==> config.mk <==
export PLATFORM = sky130hd
export DESIGN_NAME = bfm_ahbl2apb
export DESIGN_NICKNAME = d
export VERILOG_FILES = /design/src/rtl/bfm_ahbapb_pkg.sv /design/src/rtl/bfm_apb_timeout.sv /design/src/rtl/bfm_ahbl2apb.sv
export SDC_FILE = /design/constraint.sdc
export NUM_CORES = 1
export LEC_CHECK = 0
export CAP_MARGIN = 40
export CORE_AREA = 10 10 106 108
export CTS_CLUSTER_DIAMETER = 60
export CTS_CLUSTER_SIZE = 8
export DETAILED_ROUTE_END_ITERATION = 16
export DIE_AREA = 0 0 116 118
export GPL_TIMING_DRIVEN = 0
export PLACE_DENSITY = 0.83
export SLEW_MARGIN = 0
export SYNTH_ARGS = -nofsm -noshare
export SYNTH_HDL_FRONTEND = slang
export SYNTH_SLANG_ARGS = --single-unit
==> constraint.sdc <==
create_clock -name HCLK -period 4.3 [get_ports HCLK]
set_clock_uncertainty 0.1 [all_clocks]
set_input_delay 0.86 -clock HCLK [delete_from_list [all_inputs] [get_ports HCLK]]
set_output_delay 0.86 -clock HCLK [all_outputs]
set_load 0.01 [all_outputs]
==> src/rtl/bfm_ahbapb_pkg.sv <==
// Shared definitions for the AHB-Lite to APB bridge: FSM states, HTRANS codes
// and the access timeout counter width.
package bfm_ahbapb_pkg;

  localparam int CNT_W = 16;

  localparam logic [1:0] HTRANS_IDLE   = 2'b00;
  localparam logic [1:0] HTRANS_BUSY   = 2'b01;
  localparam logic [1:0] HTRANS_NONSEQ = 2'b10;
  localparam logic [1:0] HTRANS_SEQ    = 2'b11;

  typedef enum logic [2:0] {
    ST_IDLE   = 3'd0,
    ST_SETUP  = 3'd1,
    ST_ACCESS = 3'd2,
    ST_ERR1   = 3'd3,
    ST_ERR2   = 3'd4
  } state_t;

  // Only NONSEQ and SEQ carry a real transfer; IDLE and BUSY get a zero-wait OKAY.
  function automatic logic trans_active(input logic [1:0] htrans);
    logic act;
    case (htrans)
      HTRANS_NONSEQ, HTRANS_SEQ: act = 1'b1;
      HTRANS_IDLE, HTRANS_BUSY:  act = 1'b0;
      default:                   act = 1'b0;
    endcase
    return act;
  endfunction

endpackage

==> src/rtl/bfm_apb_timeout.sv <==
// Loadable up-counter with clear, enable and terminal-count compare, used to
// bound the number of APB ACCESS cycles.
module bfm_apb_timeout
  import bfm_ahbapb_pkg::*;
#(
  parameter logic [CNT_W-1:0] TC_VAL = CNT_W'(255)
) (
  input  logic             HCLK,
  input  logic             HRESETN,
  input  logic             clr,
  input  logic             ld,
  input  logic [CNT_W-1:0] ld_val,
  input  logic             en,
  output logic             tc
);

  logic [CNT_W-1:0] cnt;

  always_ff @(posedge HCLK) begin
    if (!HRESETN) begin
      cnt <= '0;
    end else if (clr) begin
      cnt <= '0;
    end else if (ld) begin
      cnt <= ld_val;
    end else if (en) begin
      cnt <= cnt + CNT_W'(1);
    end
  end

  assign tc = (cnt == TC_VAL);

endmodule

==> src/rtl/bfm_ahbl2apb.sv <==
// AHB-Lite slave to APB master bridge on a single clock. TPD is kept for
// interface compatibility; this synthesizable view models zero output delay.
//
// state     | meaning
// ST_IDLE   | no APB transfer, HREADYOUT=1, accepts new address phase
// ST_SETUP  | APB setup phase (PSEL=1, PENABLE=0)
// ST_ACCESS | APB access phase, waits for PREADY or timeout
// ST_ERR1   | first error cycle (HRESP=1, HREADYOUT=0)
// ST_ERR2   | second error cycle (HRESP=1, HREADYOUT=1), accepts new transfer
module bfm_ahbl2apb
  import bfm_ahbapb_pkg::*;
#(
  parameter int TPD     = 1,
  parameter int TIMEOUT = 256
) (
  input  logic        HCLK,
  input  logic        HRESETN,
  input  logic        HSEL,
  input  logic [31:0] HADDR,
  input  logic        HWRITE,
  input  logic [1:0]  HTRANS,
  input  logic [31:0] HWDATA,
  input  logic        HREADY,
  output logic        HREADYOUT,
  output logic        HRESP,
  output logic [31:0] HRDATA,
  output logic        PSEL,
  output logic [31:0] PADDR,
  output logic        PWRITE,
  output logic        PENABLE,
  output logic [31:0] PWDATA,
  input  logic [31:0] PRDATA,
  input  logic        PREADY,
  input  logic        PSLVERR
);

  if (TIMEOUT < 2 || TIMEOUT > 65535) begin : g_bad_timeout
    $error("bfm_ahbl2apb: TIMEOUT out of range 2..65535");
  end
  if (TPD < 0) begin : g_bad_tpd
    $error("bfm_ahbl2apb: TPD must be non-negative");
  end

  localparam logic [CNT_W-1:0] TO_TC = CNT_W'(TIMEOUT - 1);

  state_t state, state_nxt;
  logic   accept;
  logic   cnt_en;
  logic   to_tc;

  assign accept = ((state == ST_IDLE) || (state == ST_ERR2)) &&
                  HSEL && HREADY && trans_active(HTRANS);

  bfm_apb_timeout #(
    .TC_VAL (TO_TC)
  ) u_timeout (
    .HCLK    (HCLK),
    .HRESETN (HRESETN),
    .clr     (accept),
    .ld      (1'b0),
    .ld_val  ('0),
    .en      (cnt_en),
    .tc      (to_tc)
  );

  always_ff @(posedge HCLK) begin
    if (!HRESETN) begin
      state  <= ST_IDLE;
      PADDR  <= '0;
      PWRITE <= 1'b0;
      HRDATA <= '0;
    end else begin
      state <= state_nxt;
      if (accept) begin
        PADDR  <= HADDR;
        PWRITE <= HWRITE;
      end
      if ((state == ST_ACCESS) && PREADY && !PSLVERR && !PWRITE) begin
        HRDATA <= PRDATA;
      end
    end
  end

  always_comb begin
    state_nxt = state;
    PSEL      = 1'b0;
    PENABLE   = 1'b0;
    HREADYOUT = 1'b1;
    HRESP     = 1'b0;
    PWDATA    = '0;
    cnt_en    = 1'b0;
    case (state)
      ST_IDLE: begin
        if (accept) state_nxt = ST_SETUP;
      end
      ST_SETUP: begin
        PSEL      = 1'b1;
        HREADYOUT = 1'b0;
        PWDATA    = HWDATA;
        state_nxt = ST_ACCESS;
      end
      ST_ACCESS: begin
        PSEL      = 1'b1;
        PENABLE   = 1'b1;
        HREADYOUT = 1'b0;
        PWDATA    = HWDATA;
        cnt_en    = 1'b1;
        // A completing PREADY wins over a coincident timeout.
        if (PREADY) begin
          state_nxt = PSLVERR ? ST_ERR1 : ST_IDLE;
        end else if (to_tc) begin
          state_nxt = ST_ERR1;
        end
      end
      ST_ERR1: begin
        HRESP     = 1'b1;
        HREADYOUT = 1'b0;
        state_nxt = ST_ERR2;
      end
      ST_ERR2: begin
        HRESP     = 1'b1;
        state_nxt = accept ? ST_SETUP : ST_IDLE;
      end
      default: state_nxt = ST_IDLE;
    endcase
  end

endmodule

Word level (Yosys, flattened, before mapping)
Index checks and enable logic that the tools add are counted.
{ "classes": {"add_sub_neg": 1, "n_mul": 0, "div": 0, "order_cmp": 0, "eq_ne": 10, "shift": 0, "n_mux": 12, "bitwise_logic": 1, "reduce_logical": 18} }
{ "op_table": {"columns": ["op", "count"], "rows": [
  ["32-bit 2-to-1 mux", 1],
  ["16-bit by 1-bit adder with 16-bit output (second input constant)", 1],
  ["16-bit by 8-bit equality test with 1-bit output (second input constant)", 1],
  ["3-bit case mux with 5 select lines", 1],
  ["2-bit OR reduction", 5],
  ["3-bit 2-to-1 mux", 3],
  ["3-bit by 2-bit equality test with 1-bit output (second input constant)", 2],
  ["1-bit logical AND", 6],
  ["1-bit 2-to-1 mux", 5],
  ["2-bit equality test (second input constant)", 2],
  ["3-bit by 1-bit equality test with 1-bit output (second input constant)", 1],
  ["3-bit equality test (second input constant)", 1],
  ["3-bit logical NOT", 1],
  ["3-bit inequality test (second input constant)", 1],
  ["3-bit OR reduction", 1],
  ["2-bit by 1-bit equality test with 1-bit output (second input constant)", 1],
  ["1-bit logical NOT", 2],
  ["2-bit logical NOT", 1],
  ["2-bit 2-to-1 mux", 1],
  ["2-bit inequality test (second input constant)", 1],
  ["1-bit case mux with 2 select lines", 1],
  ["2-bit AND reduction", 1],
  ["1-bit logical OR", 1],
  ["1-bit NOT", 1]
]} }
{ "totals": {"register_bits": 84, "latch_bits": 0, "ram_bits": 0, "mem_bits_ro": 0, "in_bits": 105, "output_inout_bits": 101, "wordCells": 47, "memories": 0} }

Longest topological paths before layout
{ "depth": {"word_depth": 7, "ltp_mapped": 8, "depth_no_buf": 5} }

Hierarchy
Synthesis repeated with hierarchy kept, for this count alone.
{ "unflattened": {"cells_unflattened": 475, "hier_area_um2": 4042.6} }
{ "by_module_without_submodules": {"columns": ["mod", "n_inst", "cells_each", "area_per_inst_um2", "seq_area_each_um2"], "rows": [
  ["bfm_ahbl2apb", 1, 362, 3096.7, 1361.3],
  ["bfm_apb_timeout", 1, 113, 945.9, 320.3]
]} }

Least setup slack after synthesis
Ideal clock, no wire load.
{ "synth_path": {"path_type": "register to output", "start": "register state[1]", "end": "output PWDATA[22]", "arrival_ps": 1365, "required_time_ps": 3340, "setup_slack_ps": 1975, "stages_incl_launch_ff": 6, "path_buffers": 2, "path_cell_list": "dfxtp_1 -> buf_2 -> nand2b_1 -> a21oi_1 -> clkbuf_1 -> and2_1"} }
{ "synth_via": {"elab_chain_cells": 3, "word_cells_on_any_way": 4, "classes_between": "eq/ne (2); mux (1); reduce/logical (1)"} }
{ "synth_lines": {"columns": ["element", "line", "source"], "rows": [
  ["from (decl)", "bfm_ahbl2apb.sv:46", "state_t state, state_nxt;"],
  ["from (signal assigned)", "bfm_ahbl2apb.sv:73", "state <= state_nxt;"],
  ["3-bit by 2-bit equality test with 1-bit output / 3-bit by 1-bit equality test with 1-bit output (equally long branches)", "bfm_ahbl2apb.sv:92", "case (state)"],
  ["2-bit OR reduction (no line) (*)", null, null],
  ["32-bit 2-to-1 mux (*)", "bfm_ahbl2apb.sv:92", null],
  ["to (decl)", "bfm_ahbl2apb.sv:31", "output logic [31:0] PWDATA,"]
]} }
Mark *: on every way between the ends. The rest lies on a longest branch, timed or not.

Worst setup path in the final report
{ "layout_path": {"start": "register state[1]", "end": "output PWDATA[8]"} }
The elaborated chain is that of the path after synthesis.

==> results by group <==
Floorplan
  – Horiz. Die Dim: 116 um
  – Initial Util: 40.0%
  – Die Area: 13,700 sq um
  – CORE AREA: 9110 sq um
  – # rows: 35
  – Die Y: 118 um
  – Ports: 206

Final layout
  – NumNets Final: 753
  – Commonest non-fill, non-tap cells in the layout: clkdlybuf4s50_1 (204), nand2_1 (131), dfxtp_1 (84)
  – Non-Filler Cell Area, Final: 6040 sq um
  – Layout cells sized above 1: 7.98%
  – Area growth syn-to-layout: 65.8%
  – Most common cell after layout, fill and taps aside: clkdlybuf4s50_1
  – Number of diodes: 0

Clocking
  – H-tree Lvls: 3
  – Bufs on Longest Clock Path: 2
  – Clock transition at the registers of the reported paths: 0.08 ns
  – CTS resizes: 0
  – Root buf cell: clkbuf_8
  – Worst-Skew Late Latency: 0.34 ns
  – TritonCTS clock tree: built
  – Cts bufs inserted: 9
  – Postcts setup bufs: 0
  – # clock sinks: 84
  – Post-CTS Hold Buffers: 0

Power and ir drop
  – Leak pwr: 2.05 nW
  – Maximum VDD drop: 0.000179 V
  – Total power divided by cell area: 275 nW/um^2

Flow run
  – Max_cap viols: 0

Timing
  – Final setup vio count: 0
  – Slew Viols, Final: 0
  – Worst slew margin: 54.0%
  – Setup total negative slack: 0 ns
  – Final Hold Vio Count: 0
  – Highest clock rate: 295 MHz
  – Min Tclk post-route: 3.39 ns
  – Final period util: 78.9%
  – Unrepaired setup endpoints after global routing: no
  – Actual slew at the worst max-slew pin: 0.684 ns

Detailed routing
  – Via count: 3,656
  – Routed len/inst: 16.3 um
  – Detail Route Antenna Nets: 0
  – Initial detailed-routing violation count: 147
  – Drt pass-1 iters: 4
  – Total wire length: 12,400 um
  – Vias per inst: 4.79
  – DRC errors left: 0

Synthesis
  – Netlist cell types: 34
  – Net count after synthesis: 538
  – Syn Std Cell Area: 3640 sq um
  – Syn Area/Cell: 8.43 sq um
  – Post-Synthesis Cells: 432
  – Flops & latches, synth: 84
  – Register area share after synthesis: 46.2%
  – Yosys warnings: 0

Placement
  – HPWL Detailed: 10,300 um
  – Placer congestion estimate: 0.798
  – IO buf count: 204
  – Cell Area, Placed: 5820 sq um

Worst setup path
  – Critical path required time: 3.34 ns
  – CP startpoint kind: register
  – Crit path max fanout: 10
  – Setup CP Type: register to output pin
  – Critical Path AT: 2.43 ns
  – Critical path capture point type: output pin

Global routing
  – Global-route wire length before repair: 19,500 um
  – Vias in the first global route: 3,886
  – Largest net degree at the start of global routing: 15
  – Global Route Usage Sum: 17.7%
  – Grt ovf: 0
  – Initial antenna violation count: 0

Hold path
  – Hold crit path type: register to register

Outcome
  – Status: completed
## metrics by stage
step | instances | utilization (%) | hold slack, ns | worst slack, ns | power (mW)
final | 763 | 66.3 | 0.356 | 0.907 | 1.66
after global routing | 763 | 66.3 | 0.379 | 0.728 | 1.73
after CTS | 763 | 66.3 | 0.360 | 0.847 | 1.68
after detailed placement | 747 | 63.9 | 0.347 | 1.23 | 1.08
after global placement | 747 | 63.9 | 0.342 | 1.28 | 1.07
after floorplan | 432 | - | 0.359 | 1.98 | 0.898
## Yosys cell counts
cell         n  share of area [%]
a21boi_2    10                3.1
xnor2_1      8                1.9
nand4bb_1    1               0.31
o21ai_0      6               0.82
nor4_1       2               0.34
nand3b_1     1               0.21
inv_1        3               0.31
ha_1         1               0.34
dfxtp_1     84                 46
nand3_1      4               0.55
and2_1      33                5.7
or4b_2       1               0.27
or3b_1       1               0.24
nor4bb_1     1               0.27
nand4_1      3               0.52
a311oi_1     1               0.24
xor2_1       3               0.72
nor3_1       7               0.96
nand2_2     10                1.7
a21boi_0    35                7.2
a21boi_1    20                4.1
or4_4        2               0.62
buf_2        5               0.69
nand3_2      1               0.27
clkbuf_1    18                1.9
or2_2        1               0.17
a21oi_1      7               0.96
nand4bb_4    1               0.76
buf_6        5                1.5
nand2b_1     5               0.86
nor3_2       1               0.27
or3_1        6                1.0
nor2_1      14                1.4
nand2_1    131                 14
## cells by family (layout without fill, tap and decap cells)
group           count (synthesis)  count (layout)  synth area share, %
simple gates                  226             226                 30.0
flops                          84              84                 46.2
compound gates                 79              79                 16.5
buf+inv                        31             251                 4.40
xor+xnor                       11              11                 2.65
fa+ha+maj                       1               1                0.343
## power breakdown
part	switching [mW]	internal, mW
sequential	0.00788	0.792
clock	0.280	0.327
combinational	0.0923	0.163
## flip-flops by register name, summed over array words and instances, names as in the netlist
| signal | cells |
|---|---|
| state | 3 |
| u_timeout.cnt | 16 |
| PADDR | 32 |
| PWRITE | 1 |
| HRDATA | 32 |
## path summary, 6_finish.rpt
| kind | from | endpoint | slack, ns | cells past startpoint |
|---|---|---|---|---|
| max | state[1]$_SDFFE_PN0P_ | PWDATA[8] | 0.91 | 6 |
| min | HRDATA[24]$_SDFFE_PN0P_ | HRDATA[24]$_SDFFE_PN0P_ | 0.36 | 2 |
| max reg2reg | u_timeout.cnt[0]$_SDFFE_PP0P_ | state[0]$_SDFFE_PN0P_ | 2.12 | 5 |
| min reg2reg | HRDATA[24]$_SDFFE_PN0P_ | HRDATA[24]$_SDFFE_PN0P_ | 0.36 | 2 |
## area by class of cell
class	count	area, sq um
Clock inverter	6	88.8
Clock buffer	10	128
Inverter	3	11.3
Sequential cell	84	1680
Fill cell	756	3070
Buffer	28	149
Tap cell	111	139
Timing Repair Buffer	204	2040
Multi-Input combinational cell	317	1800
## critical path: stages (launching register included)
cell and delay [ns]:
dfxtp_1 0.31, buf_2 0.17, nand2b_1 0.18, a21oi_1 0.32
clkbuf_1 0.31, and2_1 0.17, clkdlybuf4s50_1 0.63
## layer usage
layer / global-route usage (%) / wire length [um]
met1: 17.7 / 4540
met2: 29.9 / 5900
met3: 10.3 / 1790
met4: 5.32 / 211
met5: 0 / 0
Note: power is estimated with default switching activity, not from simulation.
